`src/rtl/ifetch_unit.sv`:
```
// Instruction fetch stage: one outstanding imem read and a valid/ready hand-off to decode.
// Defining IFETCH_LAST_HIT_EN adds a one-entry last-fetch buffer that bypasses memory on a repeat pc.
module ifetch_unit #(
    parameter logic [31:0] RESET_ADDR = 32'h0000_0000,
    parameter int          XLEN       = 32
) (
    input  logic            clk,
    input  logic            rst_n,
    input  logic [XLEN-1:0] pc,
    input  logic            pc_valid,
    input  logic            flush,
    output logic            imem_req,
    output logic [XLEN-1:0] imem_addr,
    input  logic            imem_gnt,
    input  logic            imem_rvalid,
    input  logic [XLEN-1:0] imem_rdata,
    output logic [XLEN-1:0] instr,
    output logic [XLEN-1:0] instr_pc,
    output logic            instr_valid,
    input  logic            instr_ready,
    output logic            misalign,
    output logic            fetch_busy
);

    typedef enum logic [1:0] {
        IDLE = 2'd0,
        REQ  = 2'd1,
        WAIT = 2'd2,
        HOLD = 2'd3
    } state_t;

    state_t          state_r, state_s;
    logic            imem_req_r, imem_req_s;
    logic [XLEN-1:0] imem_addr_r, imem_addr_s;
    logic [XLEN-1:0] instr_r, instr_s;
    logic [XLEN-1:0] instr_pc_r, instr_pc_s;
    logic            instr_valid_r, instr_valid_s;
    logic            misalign_r, misalign_s;
    logic            drop_r, drop_s;
    logic            tag_wr_s;
    logic            hit_s;
    logic [XLEN-1:0] tag_data_s;

`ifdef IFETCH_LAST_HIT_EN
    logic            tag_valid_r;
    logic [XLEN-1:0] tag_addr_r;
    logic [XLEN-1:0] tag_data_r;

    assign hit_s      = tag_valid_r && (pc == tag_addr_r);
    assign tag_data_s = tag_data_r;

    // Last-fetch buffer, refreshed by every response that reaches decode.
    always_ff @(posedge clk or negedge rst_n) begin
        if (!rst_n) begin
            tag_valid_r <= 1'b0;
            tag_addr_r  <= RESET_ADDR;
            tag_data_r  <= {XLEN{1'b0}};
        end else if (tag_wr_s) begin
            tag_valid_r <= 1'b1;
            tag_addr_r  <= imem_addr_r;
            tag_data_r  <= imem_rdata;
        end else begin
            tag_valid_r <= tag_valid_r;
            tag_addr_r  <= tag_addr_r;
            tag_data_r  <= tag_data_r;
        end
    end
`else
    assign hit_s      = 1'b0;
    assign tag_data_s = {XLEN{1'b0}};
`endif

    // Next-state and next-output decode; misalign is a one-cycle flag rebuilt every cycle.
    always_comb begin
        state_s       = state_r;
        imem_req_s    = imem_req_r;
        imem_addr_s   = imem_addr_r;
        instr_s       = instr_r;
        instr_pc_s    = instr_pc_r;
        instr_valid_s = instr_valid_r;
        misalign_s    = 1'b0;
        drop_s        = drop_r;
        tag_wr_s      = 1'b0;
        case (state_r)
            IDLE: begin
                drop_s = 1'b0;
                if (flush) begin
                    state_s = IDLE;
                end else if (pc_valid && (pc[1:0] != 2'b00)) begin
                    misalign_s = 1'b1;
                end else if (pc_valid && hit_s) begin
                    instr_s       = tag_data_s;
                    instr_pc_s    = pc;
                    instr_valid_s = 1'b1;
                    state_s       = HOLD;
                end else if (pc_valid) begin
                    imem_req_s  = 1'b1;
                    imem_addr_s = {pc[XLEN-1:2], 2'b00};
                    state_s     = REQ;
                end else begin
                    state_s = IDLE;
                end
            end
            REQ: begin
                // A request is never withdrawn; a flush only marks the response for discard.
                if (flush) begin
                    drop_s = 1'b1;
                end else begin
                    drop_s = drop_r;
                end
                if (imem_gnt) begin
                    imem_req_s = 1'b0;
                    state_s    = WAIT;
                end else begin
                    imem_req_s = 1'b1;
                end
            end
            WAIT: begin
                if (imem_rvalid) begin
                    if (drop_r || flush) begin
                        drop_s  = 1'b0;
                        state_s = IDLE;
                    end else begin
                        instr_s       = imem_rdata;
                        instr_pc_s    = imem_addr_r;
                        instr_valid_s = 1'b1;
                        tag_wr_s      = 1'b1;
                        state_s       = HOLD;
                    end
                end else if (flush) begin
                    drop_s = 1'b1;
                end else begin
                    drop_s = drop_r;
                end
            end
            HOLD: begin
                if (flush || instr_ready) begin
                    instr_valid_s = 1'b0;
                    state_s       = IDLE;
                end else begin
                    instr_valid_s = 1'b1;
                end
            end
            default: begin
                state_s       = IDLE;
                imem_req_s    = 1'b0;
                instr_valid_s = 1'b0;
                drop_s        = 1'b0;
            end
        endcase
    end

    // State and registered outputs.
    always_ff @(posedge clk or negedge rst_n) begin
        if (!rst_n) begin
            state_r       <= IDLE;
            imem_req_r    <= 1'b0;
            imem_addr_r   <= RESET_ADDR;
            instr_r       <= {XLEN{1'b0}};
            instr_pc_r    <= RESET_ADDR;
            instr_valid_r <= 1'b0;
            misalign_r    <= 1'b0;
            drop_r        <= 1'b0;
        end else begin
            state_r       <= state_s;
            imem_req_r    <= imem_req_s;
            imem_addr_r   <= imem_addr_s;
            instr_r       <= instr_s;
            instr_pc_r    <= instr_pc_s;
            instr_valid_r <= instr_valid_s;
            misalign_r    <= misalign_s;
            drop_r        <= drop_s;
        end
    end

    assign imem_req    = imem_req_r;
    assign imem_addr   = imem_addr_r;
    assign instr       = instr_r;
    assign instr_pc    = instr_pc_r;
    assign instr_valid = instr_valid_r;
    assign misalign    = misalign_r;
    assign fetch_busy  = (state_r != IDLE);

endmodule

```
`config.mk`:
```
export PLATFORM = sky130hd
export DESIGN_NAME = ifetch_unit
export DESIGN_NICKNAME = d
export VERILOG_FILES = /design/src/rtl/ifetch_unit.sv
export SDC_FILE = /design/constraint.sdc
export NUM_CORES = 1
export LEC_CHECK = 0
export CORE_MARGIN = 3
export CORE_UTILIZATION = 46
export CTS_CLUSTER_SIZE = 28
export DETAILED_ROUTE_END_ITERATION = 8
export PLACE_DENSITY = 0.86
export SLEW_MARGIN = 20
export SYNTH_ARGS = -nofsm -noshare
export SYNTH_HDL_FRONTEND = slang
export SYNTH_SLANG_ARGS = --single-unit
```
`constraint.sdc`:
```
create_clock -name clk -period 4.2 [get_ports clk]
set_input_delay 0.63 -clock clk [delete_from_list [all_inputs] [get_ports clk]]
set_output_delay 0.63 -clock clk [all_outputs]
set_load 0.05 [all_outputs]
```
---- Word level (Yosys, flattened, before mapping) ----
Cells that the tools add are included.
storage, ports and cells
  logic and storage cells ................. 62
  flip-flop bits (word level) ............. 98
  input port bits ......................... 71
operators by class
  bitwise gates (word level) .............. 3
  reduce and logical (&&, ||, !) cells .... 15
  eq/ne operators ......................... 12
  multiplexer cells ....................... 24
operators by type and width
  operator                                                               count
  1-bit two-way mux                                                      14
  2-bit inequality test, second input constant                           7
  2-bit two-way mux                                                      6
  4-bit AND reduction                                                    3
  2-bit case mux with 4 select lines                                     1
  2-bit nonzero test                                                     4
  3-bit inequality test, second input constant                           2
  3-bit AND reduction                                                    2
  2-bit equality test, second input constant                             2
  1-bit case mux with 2 select lines                                     2
  1-bit NOT                                                              3
  1-bit case mux with 3 select lines                                     1
  3-bit nonzero test                                                     1
  2-bit by 1-bit equality test with 1-bit output, second input constant  1
  2-bit logical NOT                                                      1
  1-bit logical OR                                                       2
  2-bit AND reduction                                                    1
  1-bit logical AND                                                      1

---- Depth between registers and ports, before layout ----
  depth after elaboration ................. 5
  gate-level depth with buffers ........... 8
  mapped depth without buffers ............ 6

---- Worst setup path before layout ----
Ideal clock, no wire load.
  kind .................................... register to register
  start point ............................. register state_r[0]
  end point ............................... register imem_addr_r[14], in the netlist imem_addr[14]
  arrival ................................. 1.701 ns
  cell stages (with the launch flop) ...... 8
  setup time .............................. 0.125 ns
  data required time ...................... 4.075 ns
  slack ................................... 2.374 ns
  buffers on the path ..................... 2
  cells stage by stage .................... dfrtp_1 inv_1 ha_1 nand3b_4 or3_1 buf_6 buf_8 mux2_4
between the ends
  word-level cells in the longest chain between the ends .. 2
ends and longest elaborated chain
  what                                  RTL line  RTL
  start: declaration                    32        state_t state_r, state_s;
  start signal: assignment              165       state_r <= state_s;
  2-bit logical NOT                     84        case (state_r)
  4-bit AND reduction (no source line)  -
  end signal: assignment                167       imem_addr_r <= imem_addr_s;
  end: declaration                      34        logic [XLEN-1:0] imem_addr_r, imem_addr_s;
No other way between the ends.
A chain may end at the register's enable or synchronous reset.

---- Worst setup path in the final report ----
  start point ............................. register state_r[0]
  end point ............................... output fetch_busy
between the ends
  word-level cells in the longest chain between the ends .. 1
ends and longest elaborated chain
  what                RTL line  RTL
  2-bit nonzero test  182       assign fetch_busy = (state_r != IDLE);
  end: declaration    22        output logic fetch_busy
No other way between the ends.

==> metrics.yaml <==
clock_network:
  cts-root-buf: "clkbuf_8"
  clkLatencyLatePin_ps: 350
  numCtsBuffers: 9
  post_cts_resized: 0
  path_clk_slew_ps: 100
  clockBufferDepth: 2
  clock_sinks: 98
  ctsHtreeMaxLevel: 3
  cts_tree: "done"
  cts_hold_buf: 0
  cts_setup_buffers: 0
cells_and_area:
  postLayoutCellArea_um2: 5870
  diodes: 0
  num-nets-final: 612
  fill_cells: 605
  fin_cells: 646
  final_util_pct: 70.4
  syn_to_final_growth_pct: 46.5
  drive_gt1_share_pct: 10.2
power:
  finalPower_mw: 5.51
  power.leakage_nw: 2.89
  ir_drop_mv: 0.511
  pwr_density_cell_nw_per_um2: 939
floorplanning:
  die-area_um2: 9860
  ios: 171
  dieWidth_um: 99.3
  row_count: 33
  dieHeight_um: 99.3
  core_um2: 8340
  initial_core_util_pct: 48.0
route:
  drtIter0Drc: 78
  wl_um: 9730
  routedWlPerCell_um: 15.1
  vias: 3124
  viasPerCell: 4.84
  firstDrtPassIters: 4
  detail-route-antenna-nets: 0
  drcViolationCount: 0
placement:
  place_area_um2: 5680
  pre_cts_ws_ps: 1360
  dpl.cell_count: 630
  io_buffers: 166
  dp_hpwl_um: 7060
  globalplace.congestion: 0.853
synth:
  synth_edf_count: 0
  synthesis.area_um2: 4010
  synthesis.instances: 374
  ys_top_cells_by_area: "dfrtp_1 (61%), nand2_1 (18%), mux2_4 (10%)"
  synth-seq-area-share_pct: 61.2
  synth_common_cells: "nand2_1 (189), dfrtp_1 (98), mux2_4 (28)"
  synth-seq-cells: 98
  yosysUniqueCellTypes: 26
  async_reset_ff_share_pct: 100
  netlist.top_cell.by_area: "dfrtp_1"
  avgSynthCellArea_um2: 10.7
  yosysMostFrequentCell: "nand2_1"
  netlist.area_leader.share_pct: 61.2
  ys_warn_count: 0
  synth_ff_type: "dfrtp_1"
setup_path:
  end_kind: "primary output"
  worstPathMaxFanout: 4
  cp.arrival_ps: 2060
  cp.required_ps: 3570
  critPathKind: "reg2out"
  cpPeakStageDelay_ps: 810
  cp_common_cell: "inv_1"
  path_cells: "inv_1 > ha_1 > inv_1 > clkdlybuf4s50_1"
  crit_path_top_delay_cell: "clkdlybuf4s50_1"
  startpoint_type: "flip-flop"
timing:
  clock.fmax_mhz: 372
  rsz0062_at_grt: "false"
  fin_crit_sh_pct: 63.9
  setup_viol: 0
  relSlewSlack_pct: 32.9
  clock_skew_ps: 10.7
  holdWs_ps: 396
  drv_slew: 0
  min_period_ps: 2690
  fin_ws_ps: 1510
  finalHoldViolations: 0
  worstMarginPinSlew_ps: 1010
  tns_ps: 0
global_route:
  overflow: 0
  grt_use_total_pct: 19.9
  grt_pass1_wl_um: 15700
  antenna_found_initial: 0
  grt_max_degree: 75
  grt_pass1_vias: 3213
worst_hold_path:
  hold_path_class: "in2async"
outcome:
  status: "finished, final reports clean"
run:
  maxCapViolations: 0
==> layout by cell type (no fill, tap or decap), drive strengths merged <==
cell	count
nand2	189
clkdlybuf4s50	165
dfrtp	98
mux2	30
clkbuf	10
a21oi	7
inv	7
ha	5
conb	4
buf	4
nor2	3
nand2b	3
clkinv	3
o21ai	2
o31ai	2
nand3b	1
or3	1
nor3b	1
and2	1
or3b	1
o2111ai	1
a32oi	1
nor3	1
clkinvlp	1
==> routing by layer <==
metal  part of all wire (%)  GRT usage (%)
met3                    7.9           5.05
met5                      0              0
met1                     40           24.6
met2                     50           34.3
met4                    2.0           6.51
==> worst max-delay path: cells and delay by family, from the launching register on <==
family | cells | cell delay, ps
buf+inv | 3 | 1010
fa+ha+maj | 1 | 280
flops | 1 | 410
==> area by class of cell <==
cell class | count | area (µm²) | share of cell area [%]
sequential | 98 | 2450 | 41.8
timing repair buffer | 169 | 1680 | 28.7
inverter | 5 | 18.8 | 0.320
clock buffer | 10 | 138 | 2.35
multi-input combinational | 253 | 1400 | 23.8
clock inverter | 6 | 50.0 | 0.853
tap | 105 | 131 | 2.24
==> final timing paths <==
kind                                    from            to  slack (ps)  cells after the start
worst max-delay path              state_r[0]    fetch_busy        1510                      4
worst max register to register    state_r[0]  instr_pc[24]        1720                      7
worst min register to register  instr_pc[19]  instr_pc[19]         480                      2
worst min-delay path                   rst_n     instr[11]         400                      1
min in group clk                instr_pc[19]  instr_pc[19]         480                      2
max in group asynchronous              rst_n   instr_pc[9]        2910                      2
==> power by group <==
| part | switching [mW] | total, mW | internal [mW] |
|---|---|---|---|
| clock network | 0.333 | 0.572 | 0.239 |
| logic | 2.13 | 3.25 | 1.12 |
| registers | 0.299 | 1.68 | 1.38 |
| total | 2.76 | 5.51 | 2.75 |
==> sequential cells by signal (all words and copies together), names as in the netlist <==
register     count
state_r          2
instr_pc        30
instr           32
drop_r           1
misalign         1
instr_valid      1
imem_addr       30
imem_req         1
==> cells by family (layout without fill, tap and decap cells) <==
family / Yosys count / after routing / synth area share (%)
other: 1 / 4 / 0.0936
buffers and inverters: 26 / 190 / 4.31
adder cells (fa/ha/maj): 5 / 5 / 1.56
AND/OR/NAND/NOR: 201 / 201 / 19.8
flip-flops: 98 / 98 / 61.2
AO/OA/AOI/OAI: 13 / 13 / 1.94
multiplexers: 30 / 30 / 11.1
(Power assumes the default switching activity.)
